## config.mk

```make
export PLATFORM = sky130hd
export DESIGN_NAME = text_write_scheduler_flat
export DESIGN_NICKNAME = d
export VERILOG_FILES = /design/src/rtl/text_pkg.sv /design/src/rtl/text_write_scheduler_if.sv /design/src/rtl/text_write_scheduler_rr_arbiter.sv /design/src/rtl/text_write_scheduler.sv /design/src/flat_wrapper.sv
export SDC_FILE = /design/constraint.sdc
export NUM_CORES = 1
export LEC_CHECK = 0
export CORE_MARGIN = 1.5
export CORE_UTILIZATION = 44
export CTS_BUF_LIST = sky130_fd_sc_hd__clkbuf_16
export CTS_CLUSTER_SIZE = 25
export DETAILED_ROUTE_END_ITERATION = 16
export GPL_TIMING_DRIVEN = 1
export PLACE_DENSITY_LB_ADDON = 0.12
export SLEW_MARGIN = 20
export SYNTH_ARGS = -nofsm -noshare
export SYNTH_HDL_FRONTEND = slang
export SYNTH_SLANG_ARGS = --single-unit
```

## constraint.sdc

```tcl
create_clock -name clk -period 2.04 [get_ports clk]
set_clock_uncertainty 0.1 [all_clocks]
set_input_delay 0.306 -clock clk [delete_from_list [all_inputs] [get_ports clk]]
set_output_delay 0.306 -clock clk [all_outputs]
set_load 0.01 [all_outputs]
```

## src/rtl/text_pkg.sv

```systemverilog
// -----------------------------------------------------------------------------
// text_pkg
// Shared constants and types for the 40x15 character text display: screen
// geometry, glyph cell size, text RAM address/character types and the write
// scheduler FSM state encoding. Imported by the pixel generator and the text
// write scheduler.
// -----------------------------------------------------------------------------
package text_pkg;

    localparam int TEXT_WIDTH  = 40;
    localparam int TEXT_HEIGHT = 15;
    localparam int TEXT_LEN    = TEXT_WIDTH * TEXT_HEIGHT;
    localparam int TEXT_SZ     = $clog2(TEXT_LEN);

    localparam int CHAR_WIDTH  = 8;
    localparam int CHAR_HEIGHT = 16;

    typedef logic [TEXT_SZ-1:0] text_addr_t;
    typedef logic [7:0]         text_char_t;

    typedef enum logic {
        IDLE,
        FILL
    } text_wr_state_e;

endpackage

```

## src/rtl/text_write_scheduler_if.sv

```systemverilog
// -----------------------------------------------------------------------------
// text_write_scheduler_if
// Bundles everything the text write scheduler exchanges with the outside:
//   cli_req/cli_addr/cli_data/cli_gnt  per-client write handshake
//   fill_start/addr/len/char           fill command
//   fill_busy/fill_done/err_oob        fill status and error pulse
//   text_wr_ena/data/addr              text RAM write port
// The master modport is the side that issues writes and fills and owns the
// RAM (clients, SoC glue); the slave modport is the scheduler itself.
// -----------------------------------------------------------------------------
interface text_write_scheduler_if
    import text_pkg::*;
#(
    parameter int NUM_CLIENTS = 2,
    parameter int ADDR_W      = TEXT_SZ
);

    logic [NUM_CLIENTS-1:0]             cli_req;
    logic [NUM_CLIENTS-1:0][ADDR_W-1:0] cli_addr;
    logic [NUM_CLIENTS-1:0][7:0]        cli_data;
    logic [NUM_CLIENTS-1:0]             cli_gnt;

    logic              fill_start;
    logic [ADDR_W-1:0] fill_addr;
    logic [ADDR_W-1:0] fill_len;
    text_char_t        fill_char;
    logic              fill_busy;
    logic              fill_done;
    logic              err_oob;

    logic              text_wr_ena;
    text_char_t        text_wr_data;
    logic [ADDR_W-1:0] text_wr_addr;

    modport master (
        output cli_req, cli_addr, cli_data,
        input  cli_gnt,
        output fill_start, fill_addr, fill_len, fill_char,
        input  fill_busy, fill_done, err_oob,
        input  text_wr_ena, text_wr_data, text_wr_addr
    );

    modport slave (
        input  cli_req, cli_addr, cli_data,
        output cli_gnt,
        input  fill_start, fill_addr, fill_len, fill_char,
        output fill_busy, fill_done, err_oob,
        output text_wr_ena, text_wr_data, text_wr_addr
    );

endinterface

```

## src/rtl/text_write_scheduler_rr_arbiter.sv

```systemverilog
// -----------------------------------------------------------------------------
// rr_arbiter
// Round-robin arbiter over N requesters with a combinational one-hot grant.
//   clk, reset  clock and asynchronous active-high reset
//   req         request vector
//   adv         arbitration enable; no grant is issued while it is low
//   gnt         one-hot grant (all zero when nothing is granted)
// The pointer remembers the last granted requester; the search starts at the
// one after it and the pointer only moves when a grant is actually issued.
// -----------------------------------------------------------------------------
module rr_arbiter #(
    parameter int N = 2
) (
    input  logic         clk,
    input  logic         reset,
    input  logic [N-1:0] req,
    input  logic         adv,
    output logic [N-1:0] gnt
);

    localparam int IW = (N > 1) ? $clog2(N) : 1;

    logic [IW-1:0] last;
    logic [IW-1:0] gnt_idx;
    logic          found;

    // Walk the requesters starting one past the last winner and take the
    // first active one. Nested loops keep every select constant after
    // unrolling, so no variable-index hardware is produced.
    always_comb begin
        gnt     = '0;
        gnt_idx = last;
        found   = 1'b0;
        for (int i = 1; i <= N; i++) begin
            for (int j = 0; j < N; j++) begin
                if (adv && !found && (j == ((int'(last) + i) % N)) && req[j]) begin
                    gnt[j]  = 1'b1;
                    gnt_idx = IW'(j);
                    found   = 1'b1;
                end
            end
        end
    end

    // Reset points at the highest index so that requester 0 wins first.
    always_ff @(posedge clk or posedge reset) begin
        if (reset) begin
            last <= IW'(N - 1);
        end else if (found) begin
            last <= gnt_idx;
        end
    end

endmodule

```

## src/rtl/text_write_scheduler.sv

```systemverilog
// -----------------------------------------------------------------------------
// text_write_scheduler
// Owns the single write port of the text RAM. Client writers share it through
// a round-robin req/gnt handshake; a built-in fill engine paints a contiguous
// range of cells with one character and preempts all clients while it runs.
//   clk    clock, also the RAM write clock (clk_text_wr)
//   reset  asynchronous active-high reset
//   bus    slave side of text_write_scheduler_if: client handshake, fill
//          command/status, err_oob and the registered text_wr_* RAM port
// All bus outputs except cli_gnt are registered; cli_gnt is combinational
// so a granted write is accepted in the same cycle.
// -----------------------------------------------------------------------------
module text_write_scheduler #(
    parameter int TEXT_WIDTH  = text_pkg::TEXT_WIDTH,
    parameter int TEXT_HEIGHT = text_pkg::TEXT_HEIGHT,
    parameter int TEXT_LEN    = TEXT_WIDTH * TEXT_HEIGHT,
    parameter int TEXT_SZ     = $clog2(TEXT_LEN),
    parameter int NUM_CLIENTS = 2
) (
    input logic                   clk,
    input logic                   reset,
    text_write_scheduler_if.slave bus
);

    localparam logic [TEXT_SZ:0] LEN_X = (TEXT_SZ + 1)'(TEXT_LEN);
    localparam logic [TEXT_SZ:0] ONE_X = (TEXT_SZ + 1)'(1);

    text_pkg::text_wr_state_e state, state_n;

    logic [TEXT_SZ-1:0]   cur_addr, cur_addr_n;
    logic [TEXT_SZ:0]     end_addr, end_addr_n;
    text_pkg::text_char_t fill_chr, fill_chr_n;

    logic                 wr_ena, wr_ena_n;
    logic [TEXT_SZ-1:0]   wr_addr, wr_addr_n;
    text_pkg::text_char_t wr_data, wr_data_n;
    logic                 busy, busy_n;
    logic                 done, done_n;
    logic                 err, err_n;

    logic                   arb_en;
    logic [NUM_CLIENTS-1:0] gnt;
    logic [TEXT_SZ-1:0]     sel_addr;
    text_pkg::text_char_t   sel_data;

    logic [TEXT_SZ:0] fill_sum;
    logic [TEXT_SZ:0] fill_end;
    logic             fill_oob;
    logic             fill_empty;
    logic             last_cell;

    rr_arbiter #(
        .N (NUM_CLIENTS)
    ) u_arb (
        .clk   (clk),
        .reset (reset),
        .req   (bus.cli_req),
        .adv   (arb_en),
        .gnt   (gnt)
    );

    assign bus.cli_gnt      = gnt;
    assign bus.text_wr_ena  = wr_ena;
    assign bus.text_wr_addr = wr_addr;
    assign bus.text_wr_data = wr_data;
    assign bus.fill_busy    = busy;
    assign bus.fill_done    = done;
    assign bus.err_oob      = err;

    // The end address is one bit wider than a cell address so that start+len
    // can never wrap; it is then clamped to the end of the screen.
    assign fill_sum   = {1'b0, bus.fill_addr} + {1'b0, bus.fill_len};
    assign fill_end   = (fill_sum > LEN_X) ? LEN_X : fill_sum;
    assign fill_oob   = ({1'b0, bus.fill_addr} >= LEN_X);
    assign fill_empty = (bus.fill_len == '0) || fill_oob;
    assign last_cell  = (({1'b0, cur_addr} + ONE_X) == end_addr);

    // Route the single granted client's address and character to the port.
    always_comb begin
        sel_addr = '0;
        sel_data = '0;
        for (int i = 0; i < NUM_CLIENTS; i++) begin
            if (gnt[i]) begin
                sel_addr = bus.cli_addr[i];
                sel_data = bus.cli_data[i];
            end
        end
    end

    // Next-state and next-output logic. A fill start always wins over client
    // requests in IDLE; empty or off-screen fills finish immediately without
    // entering FILL. In FILL the done pulse is raised together with the last
    // write so both land on the outputs in the same cycle.
    always_comb begin
        state_n    = state;
        cur_addr_n = cur_addr;
        end_addr_n = end_addr;
        fill_chr_n = fill_chr;
        wr_ena_n   = 1'b0;
        wr_addr_n  = wr_addr;
        wr_data_n  = wr_data;
        done_n     = 1'b0;
        err_n      = 1'b0;
        arb_en     = 1'b0;

        unique case (state)
            text_pkg::IDLE: begin
                if (bus.fill_start) begin
                    if (fill_empty) begin
                        done_n = 1'b1;
                        err_n  = fill_oob;
                    end else begin
                        state_n    = text_pkg::FILL;
                        cur_addr_n = bus.fill_addr;
                        end_addr_n = fill_end;
                        fill_chr_n = bus.fill_char;
                    end
                end else begin
                    arb_en = 1'b1;
                    if (|gnt) begin
                        if ({1'b0, sel_addr} < LEN_X) begin
                            wr_ena_n  = 1'b1;
                            wr_addr_n = sel_addr;
                            wr_data_n = sel_data;
                        end else begin
                            err_n = 1'b1;
                        end
                    end
                end
            end
            text_pkg::FILL: begin
                wr_ena_n   = 1'b1;
                wr_addr_n  = cur_addr;
                wr_data_n  = fill_chr;
                cur_addr_n = cur_addr + 1'b1;
                if (last_cell) begin
                    state_n = text_pkg::IDLE;
                    done_n  = 1'b1;
                end
            end
            default: begin
                state_n = text_pkg::IDLE;
            end
        endcase

        busy_n = (state_n == text_pkg::FILL);
    end

    // State and registered outputs; reset aborts a running fill outright.
    always_ff @(posedge clk or posedge reset) begin
        if (reset) begin
            state    <= text_pkg::IDLE;
            cur_addr <= '0;
            end_addr <= '0;
            fill_chr <= '0;
            wr_ena   <= 1'b0;
            wr_addr  <= '0;
            wr_data  <= '0;
            busy     <= 1'b0;
            done     <= 1'b0;
            err      <= 1'b0;
        end else begin
            state    <= state_n;
            cur_addr <= cur_addr_n;
            end_addr <= end_addr_n;
            fill_chr <= fill_chr_n;
            wr_ena   <= wr_ena_n;
            wr_addr  <= wr_addr_n;
            wr_data  <= wr_data_n;
            busy     <= busy_n;
            done     <= done_n;
            err      <= err_n;
        end
    end

endmodule

```

## src/flat_wrapper.sv

```systemverilog
// flat-port wrapper written by rule: the top's interface ports become plain ports
module text_write_scheduler_flat 
#(
    parameter int TEXT_WIDTH  = text_pkg::TEXT_WIDTH,
    parameter int TEXT_HEIGHT = text_pkg::TEXT_HEIGHT,
    parameter int TEXT_LEN    = TEXT_WIDTH * TEXT_HEIGHT,
    parameter int TEXT_SZ     = $clog2(TEXT_LEN),
    parameter int NUM_CLIENTS = 2
)
  (clk, reset, bus_cli_req, bus_cli_addr, bus_cli_data, bus_cli_gnt, bus_fill_start, bus_fill_addr, bus_fill_len, bus_fill_char, bus_fill_busy, bus_fill_done, bus_err_oob, bus_text_wr_ena, bus_text_wr_data, bus_text_wr_addr);
  text_write_scheduler_if #(.NUM_CLIENTS(NUM_CLIENTS), .ADDR_W(10)) bus_i ();
  input logic clk;
  input logic reset;
  input wire logic [$bits(bus_i.cli_req)-1:0] bus_cli_req;
  input wire logic [$bits(bus_i.cli_addr)-1:0] bus_cli_addr;
  input wire logic [$bits(bus_i.cli_data)-1:0] bus_cli_data;
  output wire logic [$bits(bus_i.cli_gnt)-1:0] bus_cli_gnt;
  input wire logic [$bits(bus_i.fill_start)-1:0] bus_fill_start;
  input wire logic [$bits(bus_i.fill_addr)-1:0] bus_fill_addr;
  input wire logic [$bits(bus_i.fill_len)-1:0] bus_fill_len;
  input wire logic [$bits(bus_i.fill_char)-1:0] bus_fill_char;
  output wire logic [$bits(bus_i.fill_busy)-1:0] bus_fill_busy;
  output wire logic [$bits(bus_i.fill_done)-1:0] bus_fill_done;
  output wire logic [$bits(bus_i.err_oob)-1:0] bus_err_oob;
  output wire logic [$bits(bus_i.text_wr_ena)-1:0] bus_text_wr_ena;
  output wire logic [$bits(bus_i.text_wr_data)-1:0] bus_text_wr_data;
  output wire logic [$bits(bus_i.text_wr_addr)-1:0] bus_text_wr_addr;
  assign bus_i.cli_req = bus_cli_req;
  assign bus_i.cli_addr = bus_cli_addr;
  assign bus_i.cli_data = bus_cli_data;
  assign bus_cli_gnt = bus_i.cli_gnt;
  assign bus_i.fill_start = bus_fill_start;
  assign bus_i.fill_addr = bus_fill_addr;
  assign bus_i.fill_len = bus_fill_len;
  assign bus_i.fill_char = bus_fill_char;
  assign bus_fill_busy = bus_i.fill_busy;
  assign bus_fill_done = bus_i.fill_done;
  assign bus_err_oob = bus_i.err_oob;
  assign bus_text_wr_ena = bus_i.text_wr_ena;
  assign bus_text_wr_data = bus_i.text_wr_data;
  assign bus_text_wr_addr = bus_i.text_wr_addr;
  text_write_scheduler #(.TEXT_WIDTH(TEXT_WIDTH), .TEXT_HEIGHT(TEXT_HEIGHT), .TEXT_LEN(TEXT_LEN), .TEXT_SZ(TEXT_SZ), .NUM_CLIENTS(NUM_CLIENTS)) u_core (.clk(clk), .reset(reset), .bus(bus_i));
endmodule
```

==> impl_metrics.csv <==
group,metric,value,unit
timing,slew_headroom,0.718,
worst_setup_path,critPathCaptureType,"register",
synthesis,syn_inst,365,
synthesis,ys_seq_area_frac,0.386,
placed_design,dpl_worst_slack,-0.945,ns
detailed_routing,drc_errors,0,
job,maxCapViolations,0,
die,io_pins,93,
status,outcome,"finished with violations",
placed_design,hpwlAfterDp,7750,um
clock_tree,insertion_delay,0.29,ns
min_path,hold_path.class,"input port to asynchronous set/reset pin",
detailed_routing,antenna_left,0,
synthesis,ys_top_cells_by_area,"dfrtp_1, nand2_1, a221oi_1",
synthesis,syn_nets,446,
grt,grt_pass1_vias,3814,
grt,grt_usage,0.271,
synthesis,yosys.area.top_type,"dfrtp_1",
die,fp-row-count,31,
cells_and_area,finalNonFillerCells,648,
grt,grt_pass1_wl,18000,um
synthesis,synthFlopType,"dfrtp_1",
grt,grt_overflow,0,
detailed_routing,drt_iter0_drc,206,
worst_setup_path,cp.arrival,2.23,ns
die,core,7330,sq um
detailed_routing,via_per_inst,5.64,
timing,finalCriticalPeriod,2.15,ns
placed_design,gp_congestion,0.885,
synthesis,yosysMostFrequentCell,"dfrtp_1",
worst_setup_path,critical_path_class,"input port to register",
worst_setup_path,cp-start-kind,"input port",
die,start_util,0.461,
synthesis,netlist.area_leader.share,0.378,
timing,setup_viol_count_final,19,
cells_and_area,multi_input_area,2460,sq um
die,die_width,90.6,um
synthesis,synthArstFlopShare,1.00,
detailed_routing,drt-total-wl,11400,um
worst_setup_path,cp_cell_sequence,"buf_8 -> ha_4 -> a211o_1 -> a221o_1 -> o31ai_4 -> xor2_2 -> and4_4 -> a21oi_4 -> o22a_1",
synthesis,ys_seq_elements,52,
grt,grt_max_degree,53,
worst_setup_path,path_buf_inv,1,
pwr,ir_drop,0.439,mV
synthesis,ys_warn_count,0,
die,die_area,8210,sq um
cells_and_area,regArea,1300,sq um
synthesis,synth_edf_count,0,
worst_setup_path,worstPathRequired,2.12,ns
grt,antenna_found_initial,0,
cells_and_area,fillers,449,
clock_tree,htreeDepth,2,
pwr,p_per_area,725,nW/um^2
clock_tree,ctsRootBufferMaster,"clkbuf_16",
pwr,pwr-share-clk,0.199,
synthesis,synth_area,3380,sq um
pwr,p_sw,0.00145,W
timing,tns,-0.982,ns
status,violations,"negative setup slack",
clock_tree,cts_tree,"built",
pwr,p_comb_frac,0.474,
synthesis,yosys-top-cells-count,"dfrtp_1, nand2_1, nor2_1, a21oi_1",
detailed_routing,vias,3652,
timing,fin_ws,-0.108,ns
timing,hold_viol,0,
cells_and_area,final_nets,629,
placed_design,dp.cells,629,
die,fp.dieH,90.6,um
worst_setup_path,crit_family,"compound AO/OA/AOI/OAI gates",
pwr,seqPwrFrac,0.328,
synthesis,avgSynthCellArea,9.26,sq um
placed_design,io_buffer_count,92,
clock_tree,numClockSinks,52,
timing,slew_violations,0,
pwr,p_int,0.00278,W
worst_setup_path,critPathSlowestCell,"a221o_1",
pwr,switching_share,0.343,
cells_and_area,n_antenna_cell,0,
worst_setup_path,worstPathMaxFanout,5,
clock_tree,clk_path_buf_depth,2,
timing,fin_crit_sh,1.05,
timing,max_freq,465,MHz
clock_tree,clkTransAtPathRegs,0.07,ns
timing,worstMarginPinSlew,0.419,ns
timing,rsz0062_at_grt,"yes",
worst_setup_path,slowest_delay,0.40,ns
pwr,leakagePower,2.55,nW
clock_tree,numCtsBuffers,5,
detailed_routing,dr.pass1.iters,4,
cells_and_area,area_growth,72.8,%
synthesis,ys_types,68,
cells_and_area,drive_gt1_frac,0.383,
detailed_routing,avgRoutedWirePerCell,17.6,um
pwr,finalPower,0.00423,W
-- sequential cells by signal (all words and copies together) (netlist names) --
signal / cells
u_core.end_addr: 11
u_core.bus.fill_done: 1
u_core.fill_chr: 8
u_core.state: 1
u_core.bus.err_oob: 1
u_core.bus.text_wr_data: 8
u_core.u_arb.last: 1
u_core.cur_addr: 10
u_core.bus.text_wr_ena: 1
u_core.bus.text_wr_addr: 10
-- per-stage QoR --
stage	util	instance area (sq um)	hold slack [ns]
6_report	0.796	5840	0.278
2_1_floorplan	-	3450	0.276
4_1_cts	0.757	5550	0.294
3_5_place_dp	0.698	5110	0.368
3_3_place_gp	0.698	5110	0.358
5_1_grt	0.796	5840	0.318
-- routing by layer --
metal  share of wire  track usage
met5               0            0
met4           0.011       0.0661
met3           0.048       0.0429
met2            0.52        0.495
met1            0.42        0.329
-- path summary, 6_finish.rpt --
check,startpoint,to,slack (ns),cells after the start
worst min-delay path,reset,u_core.cur_addr[9],0.28,3
min in group clk,bus_fill_len[1],u_core.end_addr[1],0.39,4
worst max-delay path,bus_fill_addr[1],u_core.end_addr[3],-0.11,9
worst min register to register,u_core.fill_chr[1],u_core.fill_chr[1],0.41,2
max in group asynchronous,reset,u_core.u_arb.last,1.27,3
worst max register to register,u_core.cur_addr[0],u_core.bus.fill_done,-0.07,7
-- worst min-delay path, stage by stage --
cell             delay, ns
clkdlybuf4s50_1       0.41
inv_2                 0.07
buf_12                0.26
-- kinds of logic after synthesis --
family,share of synthesized area
AO/OA/AOI/OAI,0.272
buffers and inverters,0.0474
AND/OR/NAND/NOR,0.153
flip-flops,0.386
multiplexers,0.0259
adder cells (fa/ha/maj),0.0496
XOR/XNOR,0.0670
-- cell type report --
cell class                 instances  area share
timing repair buffer             194       0.297
clock inverter                     3     0.00300
tap                               99      0.0212
sequential                        52       0.223
clock buffer                       5      0.0214
multi-input combinational        274       0.421
inverter                          21      0.0135
-- layout by cell type (no fill, tap or decap), drive strengths merged, types with 4 or more instances in the layout --
cell type	instances
buf	108
clkdlybuf4s50	69
dfrtp	51
nand2	46
nor2	34
a21oi	23
inv	21
o21ai	20
a221oi	19
xnor2	16
dlygate4sd2	13
ha	11
xor2	9
nand3	8
a221o	7
nand4	6
o221a	6
mux2	6
clkbuf	5
o31ai	5
o22a	4
o22ai	4
nor4	4
a211oi	4
clkdlybuf4s15	4
-- power groups by stage --
stage / Clock (W) / Sequential, W / Combinational (W)
floorplan: 0 / 0.00140 / 0.000883
global placement: 0 / 0.00137 / 0.00175
detailed placement: 0 / 0.00138 / 0.00178
CTS: 0.000844 / 0.00137 / 0.00187
global route: 0.000887 / 0.00141 / 0.00217
finish: 0.000841 / 0.00139 / 0.00201
-- timing repair --
action	CTS	global route
cloned	2	1
hold buffers	0	0
endpoints found under the setup margin	50	42
endpoints found under the hold margin	0	0
buffers inserted	6	2
pin swaps	37	14
resized for setup	102	47
(Power assumes the default switching activity.)
